<file path="src/rtl/random_pool.sv">
`default_nettype none
// -----------------------------------------------------------------------------
// random_pool : Galois-LFSR word source with FIFO buffer and repetition test
// Rev 1.0
// -----------------------------------------------------------------------------
module random_pool #(
  parameter int DATA_W    = 8,
  parameter int DEPTH     = 4,
  parameter int REP_LIMIT = 4
) (
  input  logic                       i_clk,
  input  logic                       i_reset,
  input  logic [31:0]                i_seed,
  input  logic                       i_seed_load,
  input  logic                       i_enable,
  output logic [DATA_W-1:0]          o_data,
  output logic                       o_valid,
  input  logic                       i_ready,
  output logic [$clog2(DEPTH+1)-1:0] o_level,
  output logic                       o_overflow,
  output logic                       o_health_fail
);

  localparam int LVL_W = $clog2(DEPTH+1);
  localparam int PTR_W = $clog2(DEPTH);
  localparam int CNT_W = $clog2(DATA_W+1);
  localparam int REP_W = $clog2(REP_LIMIT+1);
  localparam logic [31:0]      c_lfsr_mask = 32'h8020_0003;
  localparam logic [CNT_W-1:0] c_last_bit  = CNT_W'(DATA_W-1);
  localparam logic [REP_W-1:0] c_rep_limit = REP_W'(REP_LIMIT);
  localparam logic [LVL_W-1:0] c_depth     = LVL_W'(DEPTH);

  typedef enum logic [1:0] {
    S_IDLE = 2'd0,
    S_RUN  = 2'd1,
    S_FAIL = 2'd2
  } state_t;

  state_t             r_state, w_state_next;
  logic [31:0]        r_lfsr, w_lfsr_next;
  logic [CNT_W-1:0]   r_bit_cnt;
  logic [DATA_W-1:0]  r_word, r_prev_word, w_word_next;
  logic [REP_W-1:0]   r_rep_cnt, w_rep_next;
  logic [DATA_W-1:0]  r_mem [DEPTH];
  logic [PTR_W-1:0]   r_wr_ptr, r_rd_ptr;
  logic [LVL_W-1:0]   r_level;
  logic               r_overflow;
  logic               w_step, w_complete, w_trip, w_push, w_pop, w_full, w_wr_en;

  assign w_step      = (r_state == S_RUN) && i_enable && !i_seed_load && !i_reset;
  assign w_lfsr_next = (r_lfsr >> 1) ^ (r_lfsr[0] ? c_lfsr_mask : 32'h0);
  // Truncating the concatenation keeps the newest bit in the LSB for any DATA_W
  assign w_word_next = DATA_W'({r_word, r_lfsr[0]});
  assign w_complete  = w_step && (r_bit_cnt == c_last_bit);
  assign w_rep_next  = ((r_rep_cnt != '0) && (w_word_next == r_prev_word)) ?
                       r_rep_cnt + 1'b1 : REP_W'(1);
  assign w_trip      = w_complete && (w_rep_next >= c_rep_limit);
  assign w_push      = w_complete && !w_trip;
  assign w_full      = (r_level == c_depth);
  assign w_pop       = (r_level != '0) && i_ready;
  assign w_wr_en     = w_push && (!w_full || w_pop);

  always_comb begin
    w_state_next = r_state;
    if (i_seed_load)
      w_state_next = S_RUN;
    else if (w_trip)
      w_state_next = S_FAIL;
  end

  always_ff @(posedge i_clk) begin
    if (i_reset)
      r_state <= S_IDLE;
    else
      r_state <= w_state_next;
  end

  always_ff @(posedge i_clk) begin
    if (i_reset) begin
      r_lfsr      <= 32'h1;
      r_bit_cnt   <= '0;
      r_word      <= '0;
      r_prev_word <= '0;
      r_rep_cnt   <= '0;
      r_wr_ptr    <= '0;
      r_rd_ptr    <= '0;
      r_level     <= '0;
      r_overflow  <= 1'b0;
    end else if (i_seed_load) begin
      r_lfsr      <= (i_seed == 32'h0) ? 32'h1 : i_seed;
      r_bit_cnt   <= '0;
      r_word      <= '0;
      r_rep_cnt   <= '0;
      r_wr_ptr    <= '0;
      r_rd_ptr    <= '0;
      r_level     <= '0;
      r_overflow  <= 1'b0;
    end else if (w_trip) begin
      // Failing word is never pushed and the buffer is emptied
      r_lfsr      <= w_lfsr_next;
      r_bit_cnt   <= '0;
      r_word      <= w_word_next;
      r_prev_word <= w_word_next;
      r_rep_cnt   <= w_rep_next;
      r_wr_ptr    <= '0;
      r_rd_ptr    <= '0;
      r_level     <= '0;
    end else begin
      if (w_step) begin
        r_lfsr    <= w_lfsr_next;
        r_word    <= w_word_next;
        r_bit_cnt <= w_complete ? '0 : r_bit_cnt + 1'b1;
      end
      if (w_complete) begin
        r_rep_cnt   <= w_rep_next;
        r_prev_word <= w_word_next;
      end
      if (w_wr_en)
        r_wr_ptr <= r_wr_ptr + 1'b1;
      if (w_pop)
        r_rd_ptr <= r_rd_ptr + 1'b1;
      case ({w_wr_en, w_pop})
        2'b10:   r_level <= r_level + 1'b1;
        2'b01:   r_level <= r_level - 1'b1;
        default: r_level <= r_level;
      endcase
      if (w_push && w_full && !w_pop)
        r_overflow <= 1'b1;
    end
  end

  always_ff @(posedge i_clk) begin
    if (w_wr_en)
      r_mem[r_wr_ptr] <= w_word_next;
  end

  assign o_valid       = (r_level != '0);
  assign o_data        = o_valid ? r_mem[r_rd_ptr] : '0;
  assign o_level       = r_level;
  assign o_overflow    = r_overflow;
  assign o_health_fail = (r_state == S_FAIL);

endmodule
`default_nettype wire
</file>
<file path="config.mk">
export PLATFORM = sky130hd
export DESIGN_NAME = random_pool
export DESIGN_NICKNAME = d
export VERILOG_FILES = /design/src/rtl/random_pool.sv
export SDC_FILE = /design/constraint.sdc
export NUM_CORES = 1
export LEC_CHECK = 0
export ABC_AREA = 1
export BUFFER_PORTS_ARGS = -buffer_cell sky130_fd_sc_hd__buf_2
export CAP_MARGIN = 20
export CORE_MARGIN = 3
export CORE_UTILIZATION = 25
export CTS_CLUSTER_SIZE = 20
export DETAILED_ROUTE_END_ITERATION = 10
export REMOVE_ABC_BUFFERS = 1
export SYNTH_ARGS = -nofsm -noshare
export SYNTH_HDL_FRONTEND = slang
export SYNTH_SLANG_ARGS = --single-unit
export TNS_END_PERCENT = 50
</file>
<file path="constraint.sdc">
create_clock -name i_clk -period 2.6 [get_ports i_clk]
set_input_delay 0.52 -clock i_clk [delete_from_list [all_inputs] [get_ports i_clk]]
set_output_delay 0.52 -clock i_clk [all_outputs]
set_load 0.02 [all_outputs]
</file>
==> insert_results.sql <==
INSERT INTO impl_metrics (metric_group, metric, value, unit) VALUES
('cts', 'cts_max_level', '3', ''),
('logic_synthesis', 'count_of_distinct_cell_types_in_the_synthesized_netlist', '43', ''),
('sta', 'layout_setup_ws', '0.301', 'ns'),
('sta', 'clock_skew', '0.00724', 'ns'),
('drt', 'wl', '9.46', 'mm'),
('setup_path', 'slowest_stage', 'sky130_fd_sc_hd__dfxtp_1', ''),
('setup_path', 'capture_point_of_the_worst_reg_to_reg_path', 'o_level[1]', ''),
('die', 'core.rowCount', '46', ''),
('setup_path', 'crit_fanout', '9', ''),
('sta', 'fin_crit_share', '88.4', '%'),
('sta', 'final_count_of_negative_setup_slack_endpoints', '0', ''),
('die', 'initial_cell_density_of_the_core', '26.0', '%'),
('layout', 'fin_nets', '578', ''),
('setup_path', 'reg2reg_depth', '13', ''),
('sta', 'final_max_slew_viols', '0', ''),
('sta', 'finalWorstPathRequiredPeriod', '2.30', 'ns'),
('flow_run', 'timing.max_cap.violations', '0', ''),
('setup_path', 'critPathCapture', 'o_data[6]', ''),
('setup_path', 'cp.arrival', '1.78', 'ns'),
('logic_synthesis', 'yosysWarningCount', '0', ''),
('grt', 'antenna_found_initial', '0', ''),
('place', 'dpl.cell_count', '738', ''),
('logic_synthesis', 'post_synth_most_frequent_cells', 'sky130_fd_sc_hd__nor2_1 (106), sky130_fd_sc_hd__dfxtp_1 (66), sky130_fd_sc_hd__o21ai_0 (59)', ''),
('place', 'buffer_ports.inserted', '50', ''),
('sta', 'setup_total_negative_slack', '0', 'ns'),
('layout', 'multi_input_comb_area', '1690', 'um^2'),
('setup_path', 'setup.worst_path.end_class', 'output pin', ''),
('layout', 'area.sequential', '2280', 'um^2'),
('pwr', 'power_report.internal_total', '2.51', 'mW'),
('drt', 'wl_per_cell', '12.5', 'um'),
('drt', 'tritonroute_pass_1_iters', '4', ''),
('cts', 'path_clk_slew', '0.07', 'ns'),
('logic_synthesis', 'syn_avg_cell_area', '8.82', 'um^2'),
('place', 'detailed_place_hpwl', '6.68', 'mm'),
('setup_path', 'timing.reg2reg.setup_slack', '0.43', 'ns'),
('layout', 'area.growth.synth_to_final', '20.7', '%'),
('drt', 'drt.antenna.violating_nets', '0', ''),
('setup_path', 'worst_path_largest_cell_delay', '0.54', 'ns'),
('place', 'post-place-ws', '0.361', 'ns'),
('cts', 'cts_root_buffer', 'sky130_fd_sc_hd__clkbuf_16', ''),
('pwr', 'p_comb_share', '5.5', '%'),
('layout', 'final_cells', '754', ''),
('outcome', 'status', 'complete, no violations', ''),
('cts', 'ctsLongestPathBuffers', '2', ''),
('die', 'fp.coreArea', '16200', 'um^2'),
('logic_synthesis', 'synth_ff_type', 'sky130_fd_sc_hd__dfxtp_1', ''),
('logic_synthesis', 'async_reset_ff_share', '0', '%'),
('layout', 'fillers', '1700', ''),
('drt', 'detail_route.iter0.violations', '188', ''),
('layout', 'share_of_post_route_cells_with_drive_strength_above_1', '18.4', '%'),
('die', 'die_h', '136', 'um'),
('setup_path', 'cp.required', '2.08', 'ns'),
('logic_synthesis', 'synth_enable_flop_cells', '32', ''),
('grt', 'grt_start_max_net_pins', '36', ''),
('worst_hold_path', 'hold_class', 'input pin to flop', ''),
('sta', 'finalHoldViolCount', '0', ''),
('sta', 'slew_headroom', '66.9', '%'),
('cts', 'clk_lat_worst_skew', '0.34', 'ns'),
('cts', 'postCtsSetupRepairBufs', '0', ''),
('setup_path', 'start_kind', 'flop', ''),
('pwr', 'p_sw', '0.683', 'mW'),
('logic_synthesis', 'synth_area', '4210', 'um^2'),
('pwr', 'vdd_ir_drop_max', '356', 'uV'),
('setup_path', 'timing_worst_setup_path_type', 'flop to output pin', ''),
('cts', 'tritoncts', 'yes', ''),
('logic_synthesis', 'post_synth_inst_count', '477', ''),
('sta', 'rsz0062_at_grt', 'no', ''),
('pwr', 'total_leakage_power', '2.03', 'nW'),
('cts', 'post_cts.resized_instances', '0', ''),
('layout', 'antennaDiodeCount', '0', ''),
('grt', 'grt_first_pass_wirelength', '16.1', 'mm');
==> per-stage QoR <==
step	hold slack [ns]	total power [mW]	util, %
floorplan	0.435	1.76	-
global placement	0.458	1.84	29.5
detailed placement	0.473	1.84	29.5
CTS	0.441	3.24	31.4
global route	0.454	3.34	31.4
finish	0.454	3.19	31.4
==> power groups by stage <==
| stage | Sequential [mW] | Clock (mW) | Combinational (mW) |
|---|---|---|---|
| floorplan | 1.66 | 0 | 0.0996 |
| global placement | 1.67 | 0 | 0.176 |
| detailed placement | 1.67 | 0 | 0.176 |
| CTS | 1.63 | 1.43 | 0.178 |
| global route | 1.64 | 1.50 | 0.204 |
| finish | 1.63 | 1.38 | 0.176 |
==> worst max-delay path: cells and delay by family, from the launching register on <==
kind,cells,cell delay (ns)
buf+inv,2,0.47
flops,1,0.54
simple gates,1,0.14
compound gates,2,0.28
==> cells in the final DEF (no fill, tap or decap), types with 3 or more instances in the layout <==
master | netlist | layout
sky130_fd_sc_hd__o21ai_0 | 59 | 59
sky130_fd_sc_hd__nand2_1 | 29 | 29
sky130_fd_sc_hd__buf_4 | 1 | 14
sky130_fd_sc_hd__nor3_1 | 25 | 25
sky130_fd_sc_hd__buf_2 | 4 | 50
sky130_fd_sc_hd__nand4_1 | 6 | 6
sky130_fd_sc_hd__clkbuf_8 | 0 | 3
sky130_fd_sc_hd__nand2_4 | 4 | 4
sky130_fd_sc_hd__nor4_1 | 8 | 8
sky130_fd_sc_hd__inv_1 | 33 | 33
sky130_fd_sc_hd__nand3_1 | 6 | 6
sky130_fd_sc_hd__clkbuf_16 | 0 | 9
sky130_fd_sc_hd__a21oi_1 | 34 | 34
sky130_fd_sc_hd__ha_1 | 7 | 7
sky130_fd_sc_hd__edfxtp_1 | 32 | 32
sky130_fd_sc_hd__dfxtp_1 | 66 | 66
sky130_fd_sc_hd__nor2_1 | 106 | 106
sky130_fd_sc_hd__a211oi_1 | 3 | 3
sky130_fd_sc_hd__xor2_1 | 3 | 3
sky130_fd_sc_hd__xnor2_1 | 8 | 8
==> final cells by class <==
type / instances / area share, %
Sequential cell: 98 / 44.9
Timing Repair Buffer: 65 / 7.39
Clock buffer: 13 / 5.32
Tap cell: 216 / 5.32
Multi-Input combinational cell: 321 / 33.2
Inverter: 38 / 2.91
Clock inverter: 3 / 0.936
==> worst min path at each step <==
stage | from | to | slack, ns | depth (start not counted)
after global placement | r_lfsr[29] | r_lfsr[29] | 0.46 | 2
after CTS | i_seed[30] | r_lfsr[30] | 0.44 | 3
final | i_seed[30] | r_lfsr[30] | 0.45 | 3
after detailed placement | o_overflow | o_overflow | 0.47 | 1
after global routing | i_reset | r_state[0] | 0.45 | 2
after floorplan | r_lfsr[29] | r_lfsr[29] | 0.44 | 2
==> state kept, by name, indices dropped and copies added, names as in the netlist, named ones only <==
register and flops:
o_level 3, o_overflow 1, r_bit_cnt 4, r_lfsr 32, r_mem 32, r_prev_word 8
r_rd_ptr 2, r_rep_cnt 3, r_state 2, r_word 7, r_wr_ptr 2
==> per-layer routing <==
metal	up-vias	wire length, um	GRT usage, %
met1	1522	4710	15.3
met5	-	0	0
met4	0	28	2.35
li1	1727	-	-
met2	80	4290	17.1
met3	4	430	3.08
==> cells by family (layout without fill, tap and decap cells) <==
family	count (synthesis)	after routing	share of synthesized area [%]
AO/OA/AOI/OAI	108	108	13.8
XOR/XNOR	11	11	2.29
adder cells (fa/ha/maj)	8	8	2.56
flip-flops	98	98	54.2
buffers and inverters	58	119	5.68
AND/OR/NAND/NOR	194	194	21.4
Note: power is estimated with default switching activity, not from simulation.
